==> src/rtl/axis_flit_egress_bridge_if.sv <==
// AXI4-Stream bundle used on the egress side of the flit bridge.
// Signals: tdata/tstrb/tkeep/tlast/tid/tdest/tuser/tvalid driven by the master,
// tready driven by the slave.
// Modports: master (bridge side), slave (endpoint side).
interface axis_flit_egress_bridge_if #(
    parameter int unsigned DATA_W = 64,
    parameter int unsigned ID_W   = 8,
    parameter int unsigned DEST_W = 4,
    parameter int unsigned USER_W = 8
);
    logic [DATA_W-1:0]   tdata;
    logic [DATA_W/8-1:0] tstrb;
    logic [DATA_W/8-1:0] tkeep;
    logic                tlast;
    logic [ID_W-1:0]     tid;
    logic [DEST_W-1:0]   tdest;
    logic [USER_W-1:0]   tuser;
    logic                tvalid;
    logic                tready;

    modport master (
        output tdata, tstrb, tkeep, tlast, tid, tdest, tuser, tvalid,
        input  tready
    );

    modport slave (
        input  tdata, tstrb, tkeep, tlast, tid, tdest, tuser, tvalid,
        output tready
    );
endinterface

==> src/rtl/axis_flit_egress_bridge.sv <==
// Egress bridge: OutPortSimple flits -> AXI4-Stream master.
// A DEPTH-entry FIFO decouples the flit side from the stream side (1 beat/cycle,
// no fall-through). Optional store-and-forward mode holds tvalid until a whole
// tlast-terminated packet is buffered, with a forced release when the FIFO fills.
// Ports:
//   clk, rst_n          clock, asynchronous active-low reset
//   get_flit_i          {valid, tail, dst, vc, data}; data = {tlast,tkeep,tstrb,tdata,tdest,tuser,tid}
//   get_flit_valid_i    flit offered
//   get_flit_ready_o    flit accepted this cycle (depends only on registered state)
//   axis                AXI4-Stream master
//   occupancy_o         FIFO entries held
//   pkt_count_o         tlast beats delivered (wraps)
//   drop_count_o        accepted flits whose embedded valid bit was 0 (wraps)
module axis_flit_egress_bridge #(
    parameter int unsigned DATA_W    = 64,
    parameter int unsigned ID_W      = 8,
    parameter int unsigned DEST_W    = 4,
    parameter int unsigned USER_W    = 8,
    parameter int unsigned DEST_BITS = 4,
    parameter int unsigned VC_BITS   = 2,
    parameter int unsigned DEPTH     = 4,
    parameter int unsigned PKT_MODE  = 0,
    parameter int unsigned CNT_W     = 16,
    localparam int unsigned STRB_W   = DATA_W / 8,
    localparam int unsigned FD_W     = 1 + 2 * STRB_W + DATA_W + DEST_W + USER_W + ID_W,
    localparam int unsigned FLIT_W   = FD_W + 2 + DEST_BITS + VC_BITS,
    localparam int unsigned PTR_W    = $clog2(DEPTH),
    localparam int unsigned OCC_W    = PTR_W + 1
) (
    input  logic               clk,
    input  logic               rst_n,
    input  logic [FLIT_W-1:0]  get_flit_i,
    input  logic               get_flit_valid_i,
    output logic               get_flit_ready_o,
    axis_flit_egress_bridge_if.master axis,
    output logic [OCC_W-1:0]   occupancy_o,
    output logic [CNT_W-1:0]   pkt_count_o,
    output logic [CNT_W-1:0]   drop_count_o
);

    localparam logic [OCC_W-1:0] Full = OCC_W'(DEPTH);

    logic [FD_W-1:0]  mem_q [DEPTH];
    logic [PTR_W-1:0] wr_ptr_q, rd_ptr_q;
    logic [OCC_W-1:0] occ_q, occ_d;
    logic [CNT_W-1:0] pkt_cnt_q, drop_cnt_q;
    logic             live_q;
    logic             ready, accept, push, drop, pop, tvalid, head_last;
    logic [FD_W-1:0]  head;

    // Tail/dst/vc routing fields carry no meaning downstream.
    logic unused_flit_fields;
    assign unused_flit_fields = ^get_flit_i[FLIT_W-2:FD_W];

    // live_q keeps ready low while in reset and for the release edge.
    assign ready  = live_q && (occ_q != Full);
    assign accept = get_flit_valid_i && ready;
    assign push   = accept && get_flit_i[FLIT_W-1];
    assign drop   = accept && !get_flit_i[FLIT_W-1];

    assign head      = mem_q[rd_ptr_q];
    assign head_last = head[FD_W-1];
    assign pop       = tvalid && axis.tready;

    assign {axis.tlast, axis.tkeep, axis.tstrb, axis.tdata,
            axis.tdest, axis.tuser, axis.tid} = head;
    assign axis.tvalid = tvalid;

    assign get_flit_ready_o = ready;
    assign occupancy_o      = occ_q;
    assign pkt_count_o      = pkt_cnt_q;
    assign drop_count_o     = drop_cnt_q;

    always_comb begin
        occ_d = occ_q;
        unique case ({push, pop})
            2'b10:   occ_d = occ_q + 1'b1;
            2'b01:   occ_d = occ_q - 1'b1;
            default: occ_d = occ_q;
        endcase
    end

    // Storage needs no reset: pointers and occupancy define what is valid.
    always_ff @(posedge clk) begin
        if (push) begin
            mem_q[wr_ptr_q] <= get_flit_i[FD_W-1:0];
        end
    end

    always_ff @(posedge clk or negedge rst_n) begin
        if (!rst_n) begin
            wr_ptr_q   <= '0;
            rd_ptr_q   <= '0;
            occ_q      <= '0;
            pkt_cnt_q  <= '0;
            drop_cnt_q <= '0;
            live_q     <= 1'b0;
        end else begin
            live_q <= 1'b1;
            occ_q  <= occ_d;
            if (push) wr_ptr_q <= wr_ptr_q + 1'b1;
            if (pop)  rd_ptr_q <= rd_ptr_q + 1'b1;
            if (pop && head_last) pkt_cnt_q <= pkt_cnt_q + 1'b1;
            if (drop) drop_cnt_q <= drop_cnt_q + 1'b1;
        end
    end

    if (PKT_MODE != 0) begin : g_pkt
        typedef enum logic {StHold, StSend} state_e;

        state_e           state_q, state_d;
        logic [OCC_W-1:0] lcnt_q, lcnt_d;
        logic             push_last, pop_last;

        assign push_last = push && get_flit_i[FD_W-1];
        assign pop_last  = pop && head_last;

        // Count of complete packets (tlast beats) currently buffered.
        always_comb begin
            lcnt_d = lcnt_q;
            unique case ({push_last, pop_last})
                2'b10:   lcnt_d = lcnt_q + 1'b1;
                2'b01:   lcnt_d = lcnt_q - 1'b1;
                default: lcnt_d = lcnt_q;
            endcase
        end

        // Kept out of the next-state block: pop depends on tvalid.
        assign tvalid = (state_q == StSend) && (occ_q != '0);

        always_comb begin
            state_d = state_q;
            unique case (state_q)
                StHold: begin
                    // A full FIFO forces release so over-long packets cannot deadlock.
                    if (lcnt_q != '0 || occ_q == Full) state_d = StSend;
                end
                StSend: begin
                    if (pop_last && lcnt_d == '0 && occ_d != Full) state_d = StHold;
                end
                default: state_d = StHold;
            endcase
        end

        always_ff @(posedge clk or negedge rst_n) begin
            if (!rst_n) begin
                state_q <= StHold;
                lcnt_q  <= '0;
            end else begin
                state_q <= state_d;
                lcnt_q  <= lcnt_d;
            end
        end
    end else begin : g_ct
        assign tvalid = (occ_q != '0);
    end

endmodule

==> src/flat_wrapper.sv <==
// flat-port wrapper written by rule: the top's interface ports become plain ports
module axis_flit_egress_bridge_flat 
#(
    parameter int unsigned DATA_W    = 64,
    parameter int unsigned ID_W      = 8,
    parameter int unsigned DEST_W    = 4,
    parameter int unsigned USER_W    = 8,
    parameter int unsigned DEST_BITS = 4,
    parameter int unsigned VC_BITS   = 2,
    parameter int unsigned DEPTH     = 4,
    parameter int unsigned PKT_MODE  = 0,
    parameter int unsigned CNT_W     = 16,
    localparam int unsigned STRB_W   = DATA_W / 8,
    localparam int unsigned FD_W     = 1 + 2 * STRB_W + DATA_W + DEST_W + USER_W + ID_W,
    localparam int unsigned FLIT_W   = FD_W + 2 + DEST_BITS + VC_BITS,
    localparam int unsigned PTR_W    = $clog2(DEPTH),
    localparam int unsigned OCC_W    = PTR_W + 1
)
  (clk, rst_n, get_flit_i, get_flit_valid_i, get_flit_ready_o, occupancy_o, pkt_count_o, drop_count_o, axis_tdata, axis_tstrb, axis_tkeep, axis_tlast, axis_tid, axis_tdest, axis_tuser, axis_tvalid, axis_tready);
  axis_flit_egress_bridge_if #(.DATA_W(DATA_W), .ID_W(ID_W), .DEST_W(DEST_W), .USER_W(USER_W)) axis_i ();
  input  logic clk;
  input  logic rst_n;
  input  logic [FLIT_W-1:0] get_flit_i;
  input  logic get_flit_valid_i;
  output logic get_flit_ready_o;
  output logic [OCC_W-1:0] occupancy_o;
  output logic [CNT_W-1:0] pkt_count_o;
  output logic [CNT_W-1:0] drop_count_o;
  output wire logic [$bits(axis_i.tdata)-1:0] axis_tdata;
  output wire logic [$bits(axis_i.tstrb)-1:0] axis_tstrb;
  output wire logic [$bits(axis_i.tkeep)-1:0] axis_tkeep;
  output wire logic [$bits(axis_i.tlast)-1:0] axis_tlast;
  output wire logic [$bits(axis_i.tid)-1:0] axis_tid;
  output wire logic [$bits(axis_i.tdest)-1:0] axis_tdest;
  output wire logic [$bits(axis_i.tuser)-1:0] axis_tuser;
  output wire logic [$bits(axis_i.tvalid)-1:0] axis_tvalid;
  input wire logic [$bits(axis_i.tready)-1:0] axis_tready;
  assign axis_tdata = axis_i.tdata;
  assign axis_tstrb = axis_i.tstrb;
  assign axis_tkeep = axis_i.tkeep;
  assign axis_tlast = axis_i.tlast;
  assign axis_tid = axis_i.tid;
  assign axis_tdest = axis_i.tdest;
  assign axis_tuser = axis_i.tuser;
  assign axis_tvalid = axis_i.tvalid;
  assign axis_i.tready = axis_tready;
  axis_flit_egress_bridge #(.DATA_W(DATA_W), .ID_W(ID_W), .DEST_W(DEST_W), .USER_W(USER_W), .DEST_BITS(DEST_BITS), .VC_BITS(VC_BITS), .DEPTH(DEPTH), .PKT_MODE(PKT_MODE), .CNT_W(CNT_W)) u_core (.clk(clk), .rst_n(rst_n), .get_flit_i(get_flit_i), .get_flit_valid_i(get_flit_valid_i), .get_flit_ready_o(get_flit_ready_o), .axis(axis_i), .occupancy_o(occupancy_o), .pkt_count_o(pkt_count_o), .drop_count_o(drop_count_o));
endmodule
==> config.mk <==
export PLATFORM = sky130hd
export DESIGN_NAME = axis_flit_egress_bridge_flat
export DESIGN_NICKNAME = d
export VERILOG_FILES = /design/src/rtl/axis_flit_egress_bridge_if.sv /design/src/rtl/axis_flit_egress_bridge.sv /design/src/flat_wrapper.sv
export SDC_FILE = /design/constraint.sdc
export NUM_CORES = 1
export LEC_CHECK = 0
export ABC_CLOCK_PERIOD_IN_PS = 5950
export CAP_MARGIN = 20
export CORE_ASPECT_RATIO = 1.1
export CORE_MARGIN = 1
export CORE_UTILIZATION = 35
export CTS_CLUSTER_DIAMETER = 200
export DETAILED_ROUTE_END_ITERATION = 8
export GPL_ROUTABILITY_DRIVEN = 0
export PLACE_DENSITY = 0.56
export SYNTH_ARGS = -nofsm -noshare
export SYNTH_HDL_FRONTEND = slang
export SYNTH_SLANG_ARGS = --single-unit
==> constraint.sdc <==
create_clock -name clk -period 5.95 [get_ports clk]
set_clock_uncertainty 0.1 [all_clocks]
set_input_delay 0.8925 -clock clk [delete_from_list [all_inputs] [get_ports clk]]
set_output_delay 0.8925 -clock clk [all_outputs]
set_load 0.05 [all_outputs]
# ---- Word level (Yosys, flattened, before mapping)
# Memory sizes are Yosys's and may differ from the RTL's.
# Index checks and enable logic that the tools add are counted.
# W data, S select, Z words.
dict set report word_totals {
  n_memories 1
  wordCells 28
  output_inout_bits 138
  reg_bits 40
  mem_bits_rw 404
  in_bits 113
}
# memory words width rd rd_ports_with_merged_regs write_ports line
set mem_list {}
lappend mem_list {u_core.mem_q 4 101 1 0 1 axis_flit_egress_bridge.sv:43} ;# logic [FD_W-1:0] mem_q [DEPTH];
dict set report op_classes {
  reduce_logical 9
  mux 3
  eq_ne 3
  n_addsub 6
}
# operator n
set ops {}
lappend ops {{$add A16 B1 Y16 const B} 2}
lappend ops {{$logic_and A1 B1 Y1} 6}
lappend ops {{$pmux W3 S2} 1}
lappend ops {{$add A2 B1 Y2 const B} 2}
lappend ops {{$add A3 B1 Y3 const B} 1}
lappend ops {{$ne A3 B3 Y1 const B} 1}
lappend ops {{$reduce_bool A3 Y1} 1}
lappend ops {{$sub A3 B1 Y3 const B} 1}
lappend ops {{$eq A2 B1 Y1 const B} 1}
lappend ops {{$eq A2 B2 Y1 const B} 1}
lappend ops {{$mux W1} 2}
lappend ops {{$reduce_bool A2 Y1} 1}
lappend ops {{$logic_not A1 Y1} 1}

# ---- Longest topological paths before layout
# Gate-level depths: netlist of the first run.
dict set report depth {
  depth_word 6
  ltp_mapped 11
}

# ---- Worst setup path before layout of the first run
# OpenSTA, ideal clock, no wires.
dict set report synth_timing {
  path_type {register -> register}
  startpoint {reg u_core.occ_q[0] (netlist: u_core.occupancy_o[0])}
  endpoint {mem u_core.mem_q[0][0] in the netlist's numbering, enable pin}
  path_buffers 1
  path_slack_ns 1.587
  setup_ns 0.471
  stages_incl_launch_ff 6
  synth_period_minus_slack_ns 4.363
  arrival_ns 3.792
  cell_sequence {dfrtp_1 > or3b_1 > and2_4 > and3_1 > buf_6 > and2_1}
}
dict set report synth_between {
  elab_chain_len 6
}
# item line
set synth_lines {}
lappend synth_lines {{from (decl)} axis_flit_egress_bridge.sv:45} ;# logic [OCC_W-1:0] occ_q, occ_d;
lappend synth_lines {{from (signal assigned)} axis_flit_egress_bridge.sv:94} ;# occ_q <= '0;
lappend synth_lines {{from (signal assigned)} axis_flit_egress_bridge.sv:100} ;# occ_q <= occ_d;
lappend synth_lines {{$ne A3 B3 Y1} axis_flit_egress_bridge.sv:56} ;# assign ready = live_q && (occ_q != Full);
lappend synth_lines {{$logic_and A1 B1 Y1} axis_flit_egress_bridge.sv:56}
lappend synth_lines {{net get_flit_ready_o} flat_wrapper.sv:25} ;# output logic get_flit_ready_o;
lappend synth_lines {{$logic_and A1 B1 Y1} axis_flit_egress_bridge.sv:57} ;# assign accept = get_flit_valid_i && ready;
lappend synth_lines {{$logic_and A1 B1 Y1} axis_flit_egress_bridge.sv:58} ;# assign push = accept && get_flit_i[FLIT_W-1];
lappend synth_lines {{$mux W1} axis_flit_egress_bridge.sv:85} ;# if (push) begin
lappend synth_lines {{$mux W1 (not written as such)} axis_flit_egress_bridge.sv:86} ;# mem_q[wr_ptr_q] <= get_flit_i[FD_W-1:0];
lappend synth_lines {{to (decl)} axis_flit_egress_bridge.sv:43}
# The timed path passes the listed nets, and every way through them passes these cells.

# ---- Worst setup path after layout of the first run
dict set report layout_timing {
  startpoint {reg u_core.rd_ptr_q[0]}
  endpoint {out axis_tdata[44]}
}
dict set report layout_between {
  elab_chain_len 1
}
# item line
set layout_lines {}
lappend layout_lines {{from (decl)} axis_flit_egress_bridge.sv:44} ;# logic [PTR_W-1:0] wr_ptr_q, rd_ptr_q;
lappend layout_lines {{from (signal assigned)} axis_flit_egress_bridge.sv:102} ;# if (pop) rd_ptr_q <= rd_ptr_q + 1'b1;
lappend layout_lines {{$mem_v2 Z4 W101} -}
lappend layout_lines {{to (decl)} flat_wrapper.sv:29} ;# output wire logic [$bits(axis_i.tdata)-1:0] axis_tdata;
# Every way passes these cells.

==> out/qor.csv, run 1 <==
stage,metric,value,unit
status,outcome,"finished, final reports clean",
worst_setup_path,arrival time at the worst endpoint,3.27,ns
clock_network,CTS H-tree lvls,2,
worst_setup_path,Critical Path Sink Type,output port,
clock_network,CTS max path bufs,3,
synthesis,Post-synth EDFFs,404,
synthesis,Yosys reg bits,444,
sta,final worst path period share,71.6,%
synthesis,synthesized cell area,0.0164,mm²
floorplanning,Initial Util,35.7,%
synthesis,"Seq/Total Area, Yosys",80.0,%
synthesis,ranking of synthesized cells by area,"edfxtp_1, mux4_2, dfrtp_1",
clock_network,post-cts hold buffer count,0,
worst_setup_path,Worst R2R Path Depth,5,
hold_path,Hold Crit Class,reg2reg,
worst_setup_path,worst r2r dst,u_core.mem_q[0][5]$_DFFE_PP_,
global_route,gr ovfl total,0,
synthesis,mux cell area share after synthesis,14.2,%
cells_and_area,area growth from synthesis to layout,28.6,%
synthesis,top post-synthesis cells by count,"edfxtp_1, mux4_2, dfrtp_1",
clock_network,Clock Latency Late Sink,0.55,ns
worst_setup_path,Worst R2R Start,u_core.occupancy_o[0]$_DFFE_PN0P_,
cells_and_area,design area,0.0211,mm²
clock_network,CTS tree,built,
sta,worst slew pin tran,0.913,ns
floorplanning,# IOs,251,
synthesis,post-synthesis simple-gate area fraction,2.10,%
clock_network,clk root buf,clkbuf_16,
synthesis,Adder-Cell Fraction of Synth Area,0.656,%
worst_setup_path,R2R setup slack,3.11,ns
clock_network,TritonCTS buffer count,47,
route,Routed WL per cell,20.6,µm
global_route,initial antenna violation count,2,
synthesis,area share of the largest cell type after synthesis,73.9,%
synthesis,Avg Synthesized Cell Area,23.5,µm²
sta,setup TNS,0,ns
floorplanning,row cnt,82,
clock_network,CTS sink cnt,444,
sta,Period minus WS final,4.26,ns
synthesis,"Top FF cell, synth",edfxtp_1,
clock_network,Clock transition at path regs,0.06,ns
pwr,total power,0.0105,W
run,max_cap viols,0,
clock_network,Post-CTS Setup Inserts,0,
sta,Final WS setup,1.69,ns
pwr,Leakage,6.99,nW
cells_and_area,Final #Nets,1095,
cells_and_area,Finished Layout Cells,1597,
placed_design,Post-DP Area,0.0196,mm²
synthesis,Post-synth ARST share,9.01,%
hold_path,Hold Startpoint,u_core.drop_count_o[15]$_DFFE_PN0P_,
worst_setup_path,Crit path required time,4.96,ns
cells_and_area,diodes inserted,0,
global_route,Tot GR Track Use,13.9,%
synthesis,Mapped Cells,698,
sta,Max-Slew Margin vs Limit,39.2,%
clock_network,post-CTS sizing,0,
placed_design,Place WS,2.20,ns
synthesis,largest family of logic cells by synthesized area,multiplexers,
sta,final slew viol count,0,
synthesis,most common cell in the synthesized netlist,edfxtp_1,
placed_design,Buffers on Ports,243,
sta,endpoints failing setup,0,
sta,Max Fclk,0.235,GHz
pwr,Max VDD drop,0.000247,V
route,Via Count,7629,
synthesis,xor/xnor share of the synthesized area,1.92,%
global_route,largest net degree at the start of global routing,56,
hold_path,depth of the worst hold-timing path,1,
route,DR vias/cell,4.78,
global_route,first-pass GRT wire length,49.9,mm
hold_path,WHS Endpoint,u_core.drop_count_o[15]$_DFFE_PN0P_,
synthesis,largest area contributor in the netlist,edfxtp_1,
floorplanning,Die X,208,µm
route,DRC Markers,0,
worst_setup_path,worst-path maximum fanout,31,
worst_setup_path,crit path kind,reg2out,
pwr,Power Dens Cells,499,mW/mm²
placed_design,# placed instances,1513,
floorplanning,Core Region,0.0460,mm²
cells_and_area,share of cells above drive strength 1,19.1,%
sta,Final Hold Viols,0,
floorplanning,Die Footprint,0.0478,mm²
route,WL final,32.9,mm
synthesis,Synth Area in Compound Gates,0.0534,%
floorplanning,Die Height,229,µm
worst_setup_path,Setup crit start kind,flip-flop,
synthesis,unique cell type count in the Yosys netlist,31,
synthesis,warnings from Yosys,0,
route,TritonRoute pass-1 iters,4,
route,"antenna viol nets, final",0,
sta,RSZ-0062 raised after global routing,no,
placed_design,post-detail-place hpwl,19.0,mm
global_route,number of global-route vias before repair,8112,
route,Initial DRC Count,404,
synthesis,Post-Syn Nets,819,
## metrics by stage
step                utilization, %  hold slack [ns]
floorplan                        -            0.435
global placement              42.7            0.361
detailed placement            42.7            0.363
CTS                           45.9            0.371
global route                  45.9            0.383
finish                        45.9            0.362
## worst max-delay path: stages, from the launching register on
cell	delay (ns)
dfrtp_4	0.88
buf_4	0.46
mux4_2	0.60
clkdlybuf4s50_1	0.73
## placed cells by master, fill, tap and decap left out, drive strengths merged, types with 3 or more instances in the layout
cell type and instances:
nand4 8, ha 7, clkbuf 53, inv 16
and3 3, mux2 3, and4 3, nand2 13
buf 11, clkdlybuf4s50 242, mux4 101, nor3 11
xnor2 14, and2 7, xor2 22, edfxtp 404
dfrtp 40, nand3 5, nor2 10, clkinv 21
bufinv 5
## sequential cells by signal, summed over array words and instances (netlist names)
signal               count
u_core.wr_ptr_q          2
u_core.drop_count_o     16
u_core.rd_ptr_q          2
u_core.live_q            1
u_core.occupancy_o       3
u_core.pkt_count_o      16
u_core.mem_q           404
## worst max path at each step
stage          slack [ns]                            to  cells after the start                               from
6_report             1.69                axis_tdata[44]                      3     u_core.rd_ptr_q[0]$_DFFE_PN0P_
5_1_grt              1.50                axis_tdata[41]                      3     u_core.rd_ptr_q[0]$_DFFE_PN0P_
4_1_cts              1.58                axis_tdata[44]                      3     u_core.rd_ptr_q[0]$_DFFE_PN0P_
3_5_place_dp         2.20                axis_tdata[44]                      3     u_core.rd_ptr_q[0]$_DFFE_PN0P_
3_3_place_gp         2.20                axis_tdata[41]                      3     u_core.rd_ptr_q[0]$_DFFE_PN0P_
2_1_floorplan        1.59  u_core.mem_q[0][0]$_DFFE_PP_                      5  u_core.occupancy_o[0]$_DFFE_PN0P_
## where the power goes
| part | switching (W) | internal (W) |
|---|---|---|
| clock network | 0.00119 | 0.00167 |
| logic | 0.00234 | 0.00147 |
| registers | 0.000224 | 0.00363 |
| total | 0.00375 | 0.00677 |
## per-layer routing
metal / track usage [%] / wire, µm / vias to the layer above
li1: - / - / 3440
met1: 17.5 / 13600 / 3917
met2: 22.2 / 15900 / 209
met4: 4.93 / 740 / 4
met3: 4.79 / 2570 / 59
met5: 0 / 29 / -
## cell families after synthesis
logic type / count (synthesis)
DFF: 444
muxes: 105
and+or+nand+nor: 65
buffers and inverters: 38
xor gates and xnor gates: 36
adders and majority gates: 8
other: 1
AOI/OAI and AO/OA: 1
## final cells by class
cell class / instances / area [µm²]
clock buffer: 53 / 1200
fill: 3890 / 24900
sequential: 444 / 13100
clock inverter: 31 / 298
tap: 588 / 736
timing repair buffer: 253 / 2580
multi-input combinational: 216 / 3120
inverter: 12 / 45.0
(Power assumes the default switching activity.)
==> run 2: changes to the inputs <==
--- a/config.mk
+++ b/config.mk
@@ -5,7 +5,7 @@
 export SDC_FILE = /design/constraint.sdc
 export NUM_CORES = 1
 export LEC_CHECK = 0
-export ABC_CLOCK_PERIOD_IN_PS = 5950
+export ABC_CLOCK_PERIOD_IN_PS = 3700
 export CAP_MARGIN = 20
 export CORE_ASPECT_RATIO = 1.1
 export CORE_MARGIN = 1
@@ -13,7 +13,7 @@
 export CTS_CLUSTER_DIAMETER = 200
 export DETAILED_ROUTE_END_ITERATION = 8
 export GPL_ROUTABILITY_DRIVEN = 0
-export PLACE_DENSITY = 0.56
+export PLACE_DENSITY = 0.58
 export SYNTH_ARGS = -nofsm -noshare
 export SYNTH_HDL_FRONTEND = slang
 export SYNTH_SLANG_ARGS = --single-unit
==> constraint.sdc (replaced) <==
create_clock -name clk -period 3.7 [get_ports clk]
set_clock_uncertainty 0.1 [all_clocks]
set_input_delay 0.555 -clock clk [delete_from_list [all_inputs] [get_ports clk]]
set_output_delay 0.555 -clock clk [all_outputs]
set_load 0.05 [all_outputs]
==> run 2 against run 1 <==
Sequential power grew 59%. Setup slack lost 1.6 ns. Clock power grew 53%.
==> out/qor.csv, run 2 (synthesized netlist as in run 1, its figures left out) <==
stage,metric,value,unit
sta,setup TNS,0,ns
route,DR vias/cell,4.82,
hold_path,Hold Crit Class,in2async,
cells_and_area,# fillers,3954,
sta,RSZ-0062 raised after global routing,no,
worst_setup_path,crit path kind,reg2out,
clock_network,Post-CTS Setup Inserts,0,
worst_setup_path,R2R setup slack,1.10,ns
route,"antenna viol nets, final",0,
global_route,largest net degree at the start of global routing,68,
route,Routed WL per cell,20.4,µm
worst_setup_path,worst-path maximum fanout,31,
floorplanning,# IOs,251,
cells_and_area,"leading cell types in the layout, fill and taps excluded","edfxtp_1, clkdlybuf4s50_1, mux4_2, clkbuf_16, dfrtp_1",
global_route,gr ovfl total,0,
status,outcome,"finished, final reports clean",
clock_network,TritonCTS buffer count,46,
route,DRC Markers,0,
cells_and_area,Largest register FFs,404,
pwr,switching share of power,35.5,%
floorplanning,row cnt,82,
sta,worst slew pin tran,0.890,ns
floorplanning,Initial Util,35.7,%
placed_design,Buffers on Ports,243,
sta,Max-Slew Margin vs Limit,40.7,%
worst_setup_path,Crit path required time,3.04,ns
floorplanning,Die Height,229,µm
worst_setup_path,Slowest cell on crit path,clkdlybuf4s50_1,
sta,endpoints failing setup,0,
worst_setup_path,Bufs and invs on worst path,2,
pwr,Int Pwr,0.0108,W
worst_setup_path,arrival time at the worst endpoint,2.91,ns
cells_and_area,FF+latch area,0.0131,mm²
sta,Final Hold Viols,0,
route,TritonRoute pass-1 iters,4,
pwr,Max VDD drop,0.000494,V
global_route,first-pass GRT wire length,50.5,mm
sta,worst hold margin,0.00288,ns
clock_network,Clock Latency Late Sink,0.56,ns
pwr,NetSw,0.00596,W
route,Initial DRC Count,250,
global_route,initial antenna violation count,2,
clock_network,CTS H-tree lvls,2,
worst_setup_path,Critical Path Sink Type,output port,
pwr,Clk network pwr share,26.0,%
sta,Period minus WS final,3.56,ns
pwr,Leakage,7.14,nW
cells_and_area,Reg with most FFs,u_core.mem_q,
pwr,Comb power frac,37.5,%
run,max_cap viols,0,
floorplanning,Die X,208,µm
cells_and_area,diodes inserted,0,
clock_network,CTS sink cnt,444,
route,Via Count,7743,
worst_setup_path,cells along the critical path,buf_12 -> mux4_2 -> clkdlybuf4s50_1,
cells_and_area,utilization after layout,46.2,%
global_route,Tot GR Track Use,14.0,%
clock_network,CTS max path bufs,3,
cells_and_area,"commonest non-fill, non-tap cell in the layout",edfxtp_1,
cells_and_area,Multi-input gate area,0.00312,mm²
pwr,Power Dens Cells,791,mW/mm²
placed_design,post-detail-place hpwl,19.8,mm
sta,final worst path period share,96.3,%
floorplanning,Die Footprint,0.0478,mm²
global_route,number of global-route vias before repair,8427,
worst_setup_path,Setup crit start kind,flip-flop,
cells_and_area,area growth from synthesis to layout,29.3,%
worst_setup_path,CP max stage delay,0.72,ns
clock_network,Clock transition at path regs,0.06,ns
pwr,Seq pwr share,36.5,%
sta,final slew viol count,0,
clock_network,CTS tree,built,
worst_setup_path,cell family with most CP delay,buffers and inverters,
clock_network,clk root buf,clkbuf_16,
sta,Max Fclk,0.281,GHz
cells_and_area,Final #Nets,1104,
cells_and_area,share of cells above drive strength 1,19.0,%
floorplanning,Core Region,0.0460,mm²
route,WL final,32.8,mm
[run 2: cell count changes in the layout (fill, tap and decap cells not counted), moves of 2 or more]
cell	before	now
clkdlybuf4s50_1	242	230
dlymetal6s2s_1	0	12
clkbuf_1	6	14
buf_12	6	13
inv_6	4	0
buf_4	4	7
bufinv_16	5	2
clkbuf_16	47	49
clkinv_2	9	7
clkinv_4	3	1
[run 2: final timing paths]
path	endpoint	cells after the start	from
setup / recovery	axis_tdata[42]	3	u_core.rd_ptr_q[0]$_DFFE_PN0P_
hold / removal	u_core.drop_count_o[4]$_DFFE_PN0P_	1	rst_n
setup reg to reg	u_core.occupancy_o[2]$_DFFE_PN0P_	10	u_core.occupancy_o[0]$_DFFE_PN0P_
hold reg to reg	u_core.pkt_count_o[15]$_DFFE_PN0P_	1	u_core.pkt_count_o[15]$_DFFE_PN0P_
max in group asynchronous	u_core.rd_ptr_q[0]$_DFFE_PN0P_	1	rst_n
min in group clk	u_core.pkt_count_o[15]$_DFFE_PN0P_	1	u_core.pkt_count_o[15]$_DFFE_PN0P_
[run 2: power groups by stage]
stage | logic, W | clock network, W | registers, W
global route | 0.00659 | 0.00471 | 0.00618
finish | 0.00629 | 0.00437 | 0.00613
detailed placement | 0.00640 | 0 | 0.00625
global placement | 0.00639 | 0 | 0.00624
CTS | 0.00642 | 0.00453 | 0.00615
floorplan | 0.00426 | 0 | 0.00631
[run 2: worst reg2reg max path, delay by kind of cell, from the launching register on]
family	cells	cell delay [ns]
DFF	1	0.44
buffers and inverters	2	0.15
and+or+nand+nor	4	1.01
xor gates and xnor gates	2	0.29
adders and majority gates	2	0.54
[run 2: what timing repair did]
| item | in CTS | in global routing |
|---|---|---|
| hold buffers | 0 | 0 |
| resized for setup | 0 | 12 |
| endpoints found under the setup margin | 0 | 12 |
[run 2: per-stage QoR]
step,area [µm²],instances,total power [W],setup WS [ns]
after floorplan,16400,698,0.0106,0.447
after global placement,19800,1523,0.0126,0.678
after detailed placement,19800,1523,0.0126,0.675
after CTS,21200,1606,0.0171,0.0459
after global routing,21200,1606,0.0175,0.00275
final,21200,1606,0.0168,0.136
[run 2: routing by layer]
metal  vias to the layer above  part of all wire [%]  track usage (%)
met5                         -                 0.094                0
met4                         4                   2.4             5.16
met3                        56                   7.5             5.07
met2                       198                    48             22.7
met1                      4028                    42             17.2
li1                       3457                     -                -
[run 2: layout make-up]
class | instances | share of cell area (%)
repair buffers | 263 | 13.1
multi-input cells | 216 | 14.7
flip-flops and latches | 444 | 61.9
inverters | 12 | 0.212
clock buffers | 63 | 6.02
well taps | 588 | 3.47
clock inverters | 20 | 0.666
==> run 3: changes to the inputs <==
--- a/config.mk
+++ b/config.mk
@@ -6,14 +6,15 @@
 export NUM_CORES = 1
 export LEC_CHECK = 0
 export ABC_CLOCK_PERIOD_IN_PS = 3700
-export CAP_MARGIN = 20
 export CORE_ASPECT_RATIO = 1.1
 export CORE_MARGIN = 1
 export CORE_UTILIZATION = 35
 export CTS_CLUSTER_DIAMETER = 200
+export CTS_CLUSTER_SIZE = 8
 export DETAILED_ROUTE_END_ITERATION = 8
 export GPL_ROUTABILITY_DRIVEN = 0
 export PLACE_DENSITY = 0.58
+export SLEW_MARGIN = 20
 export SYNTH_ARGS = -nofsm -noshare
 export SYNTH_HDL_FRONTEND = slang
 export SYNTH_SLANG_ARGS = --single-unit
==> run 3 against run 2 <==
Hold slack better by 0.36 ns. Utilization up 0.62 points. Global-route usage up 0.15 points. Maximum frequency up 3.5%. Critical path depth unchanged. Sequential cell count unchanged. First-iteration DRC count up 14%. Final cell count down 0.12%. Non-clock buffer count up 6. Largest power group unchanged.
==> out/qor.csv, run 3 (synthesized netlist as in run 1, its figures left out) <==
stage,metric,value,unit
status,outcome,"finished, final reports clean",
cells_and_area,# fillers,3918,
pwr,Power Dens Cells,807,mW/mm²
global_route,initial antenna violation count,2,
route,TritonRoute pass-1 iters,4,
cells_and_area,"leading cell types in the layout, fill and taps excluded","edfxtp_1, clkdlybuf4s50_1, mux4_2, clkbuf_16, dfrtp_1",
worst_setup_path,arrival time at the worst endpoint,2.79,ns
placed_design,Buffers on Ports,243,
worst_setup_path,CP max stage delay,0.72,ns
route,WL final,33.1,mm
sta,final worst path period share,93.1,%
cells_and_area,Reg with most FFs,u_core.mem_q,
route,Via Count,7817,
pwr,total power,0.0174,W
sta,worst slew pin tran,0.896,ns
global_route,gr ovfl total,0,
sta,Max Fclk,0.290,GHz
cells_and_area,area growth from synthesis to layout,31.1,%
sta,setup TNS,0,ns
pwr,NetSw,0.00606,W
clock_network,CTS max path bufs,3,
pwr,Comb power frac,36.6,%
placed_design,post-detail-place hpwl,19.8,mm
sta,Max-Slew Margin vs Limit,40.3,%
hold_path,Hold Crit Class,reg2reg,
worst_setup_path,cells along the critical path,buf_12 -> mux4_2 -> clkdlybuf4s50_1,
floorplanning,Core Region,0.0460,mm²
global_route,largest net degree at the start of global routing,68,
route,Initial DRC Count,285,
worst_setup_path,worst-path maximum fanout,31,
clock_network,Clock transition at path regs,0.05,ns
worst_setup_path,Slowest cell on crit path,clkdlybuf4s50_1,
clock_network,CTS sink cnt,444,
sta,final slew viol count,0,
pwr,Int Pwr,0.0113,W
clock_network,CTS tree,built,
floorplanning,Initial Util,35.7,%
route,DRC Markers,0,
global_route,first-pass GRT wire length,51.0,mm
floorplanning,Die Height,229,µm
sta,Period minus WS final,3.44,ns
worst_setup_path,Crit path required time,3.04,ns
pwr,switching share of power,34.9,%
sta,endpoints failing setup,0,
route,Routed WL per cell,20.7,µm
cells_and_area,share of cells above drive strength 1,20.1,%
cells_and_area,design area,0.0215,mm²
cells_and_area,Final #Nets,1125,
run,max_cap viols,0,
worst_setup_path,crit path kind,reg2out,
cells_and_area,Largest register FFs,404,
worst_setup_path,Setup crit start kind,flip-flop,
floorplanning,Die Footprint,0.0478,mm²
placed_design,Post-DP Area,0.0198,mm²
pwr,Max VDD drop,0.000396,V
sta,RSZ-0062 raised after global routing,no,
route,"antenna viol nets, final",0,
global_route,number of global-route vias before repair,8512,
clock_network,Clock Latency Late Sink,0.59,ns
floorplanning,row cnt,82,
clock_network,TritonCTS buffer count,61,
pwr,Leakage,7.36,nW
cells_and_area,"commonest non-fill, non-tap cell in the layout",edfxtp_1,
worst_setup_path,Critical Path Sink Type,output port,
sta,Final Hold Viols,0,
route,DR vias/cell,4.87,
pwr,Seq pwr share,35.2,%
clock_network,CTS H-tree lvls,2,
clock_network,clk root buf,clkbuf_16,
floorplanning,Die X,208,µm
pwr,Clk network pwr share,28.2,%
global_route,Tot GR Track Use,14.2,%
floorplanning,# IOs,251,
-- run 3: path summary, 6_finish.rpt --
| check | from | endpoint | slack [ns] | depth (start not counted) |
|---|---|---|---|---|
| min | u_core.pkt_count_o[15]$_DFFE_PN0P_ | u_core.pkt_count_o[15]$_DFFE_PN0P_ | 0.37 | 1 |
| min in group asynchronous | rst_n | u_core.drop_count_o[4]$_DFFE_PN0P_ | 0.52 | 2 |
| max in group asynchronous | rst_n | u_core.rd_ptr_q[0]$_DFFE_PN0P_ | 2.31 | 2 |
| max reg2reg | u_core.occupancy_o[0]$_DFFE_PN0P_ | u_core.occupancy_o[2]$_DFFE_PN0P_ | 1.09 | 10 |
| max | u_core.rd_ptr_q[0]$_DFFE_PN0P_ | axis_tdata[42] | 0.26 | 3 |
| min reg2reg | u_core.pkt_count_o[15]$_DFFE_PN0P_ | u_core.pkt_count_o[15]$_DFFE_PN0P_ | 0.37 | 1 |
-- run 3: final cells by class --
class                   instances  area (µm²)  area share (%)
clock buffers                  70        1560            7.25
clock inverters                 4        67.6           0.314
repair buffers                269        2840            13.2
flip-flops and latches        444       13100            61.1
inverters                      12        45.0           0.209
well taps                     588         736            3.42
multi-input cells             216        3120            14.5
diodes                          1        2.50          0.0116
-- run 3: layer usage --
metal / GRT usage, % / vias to the layer above / wire (µm)
met1: 17.6 / 4047 / 13800
li1: - / 3478 / -
met2: 22.6 / 227 / 15800
met4: 5.28 / 4 / 776
met5: 0 / - / 32
met3: 5.31 / 61 / 2710
-- run 3: stage by stage --
stage	util (%)	setup slack [ns]	hold slack, ns	instances
global placement	43.0	0.678	0.359	1523
finish	46.8	0.257	0.368	1604
CTS	46.6	0.00905	0.370	1598
floorplan	-	0.447	0.159	698
detailed placement	43.0	0.675	0.364	1523
global route	46.8	0.143	0.381	1603
-- run 3: critical path, delay by kind of cell (launching register included) --
family | cells | cell delay (ns)
mux | 1 | 0.56
flops | 1 | 0.56
buf+inv | 2 | 1.01
-- run 3: repair_timing --
action                                  in CTS  in global routing
endpoints found under the hold margin       40                  0
hold buffers                                 1                  0
setup buffers                                0                  5
gates resized for setup                      0                 22
endpoints found under the setup margin       0                 42
-- run 3: power groups by stage --
stage / clock [W] / sequential [W] / combinational [W]
detailed placement: 0 / 0.00625 / 0.00640
global placement: 0 / 0.00624 / 0.00639
global route: 0.00526 / 0.00616 / 0.00665
finish: 0.00490 / 0.00612 / 0.00635
CTS: 0.00508 / 0.00616 / 0.00642
floorplan: 0 / 0.00631 / 0.00426
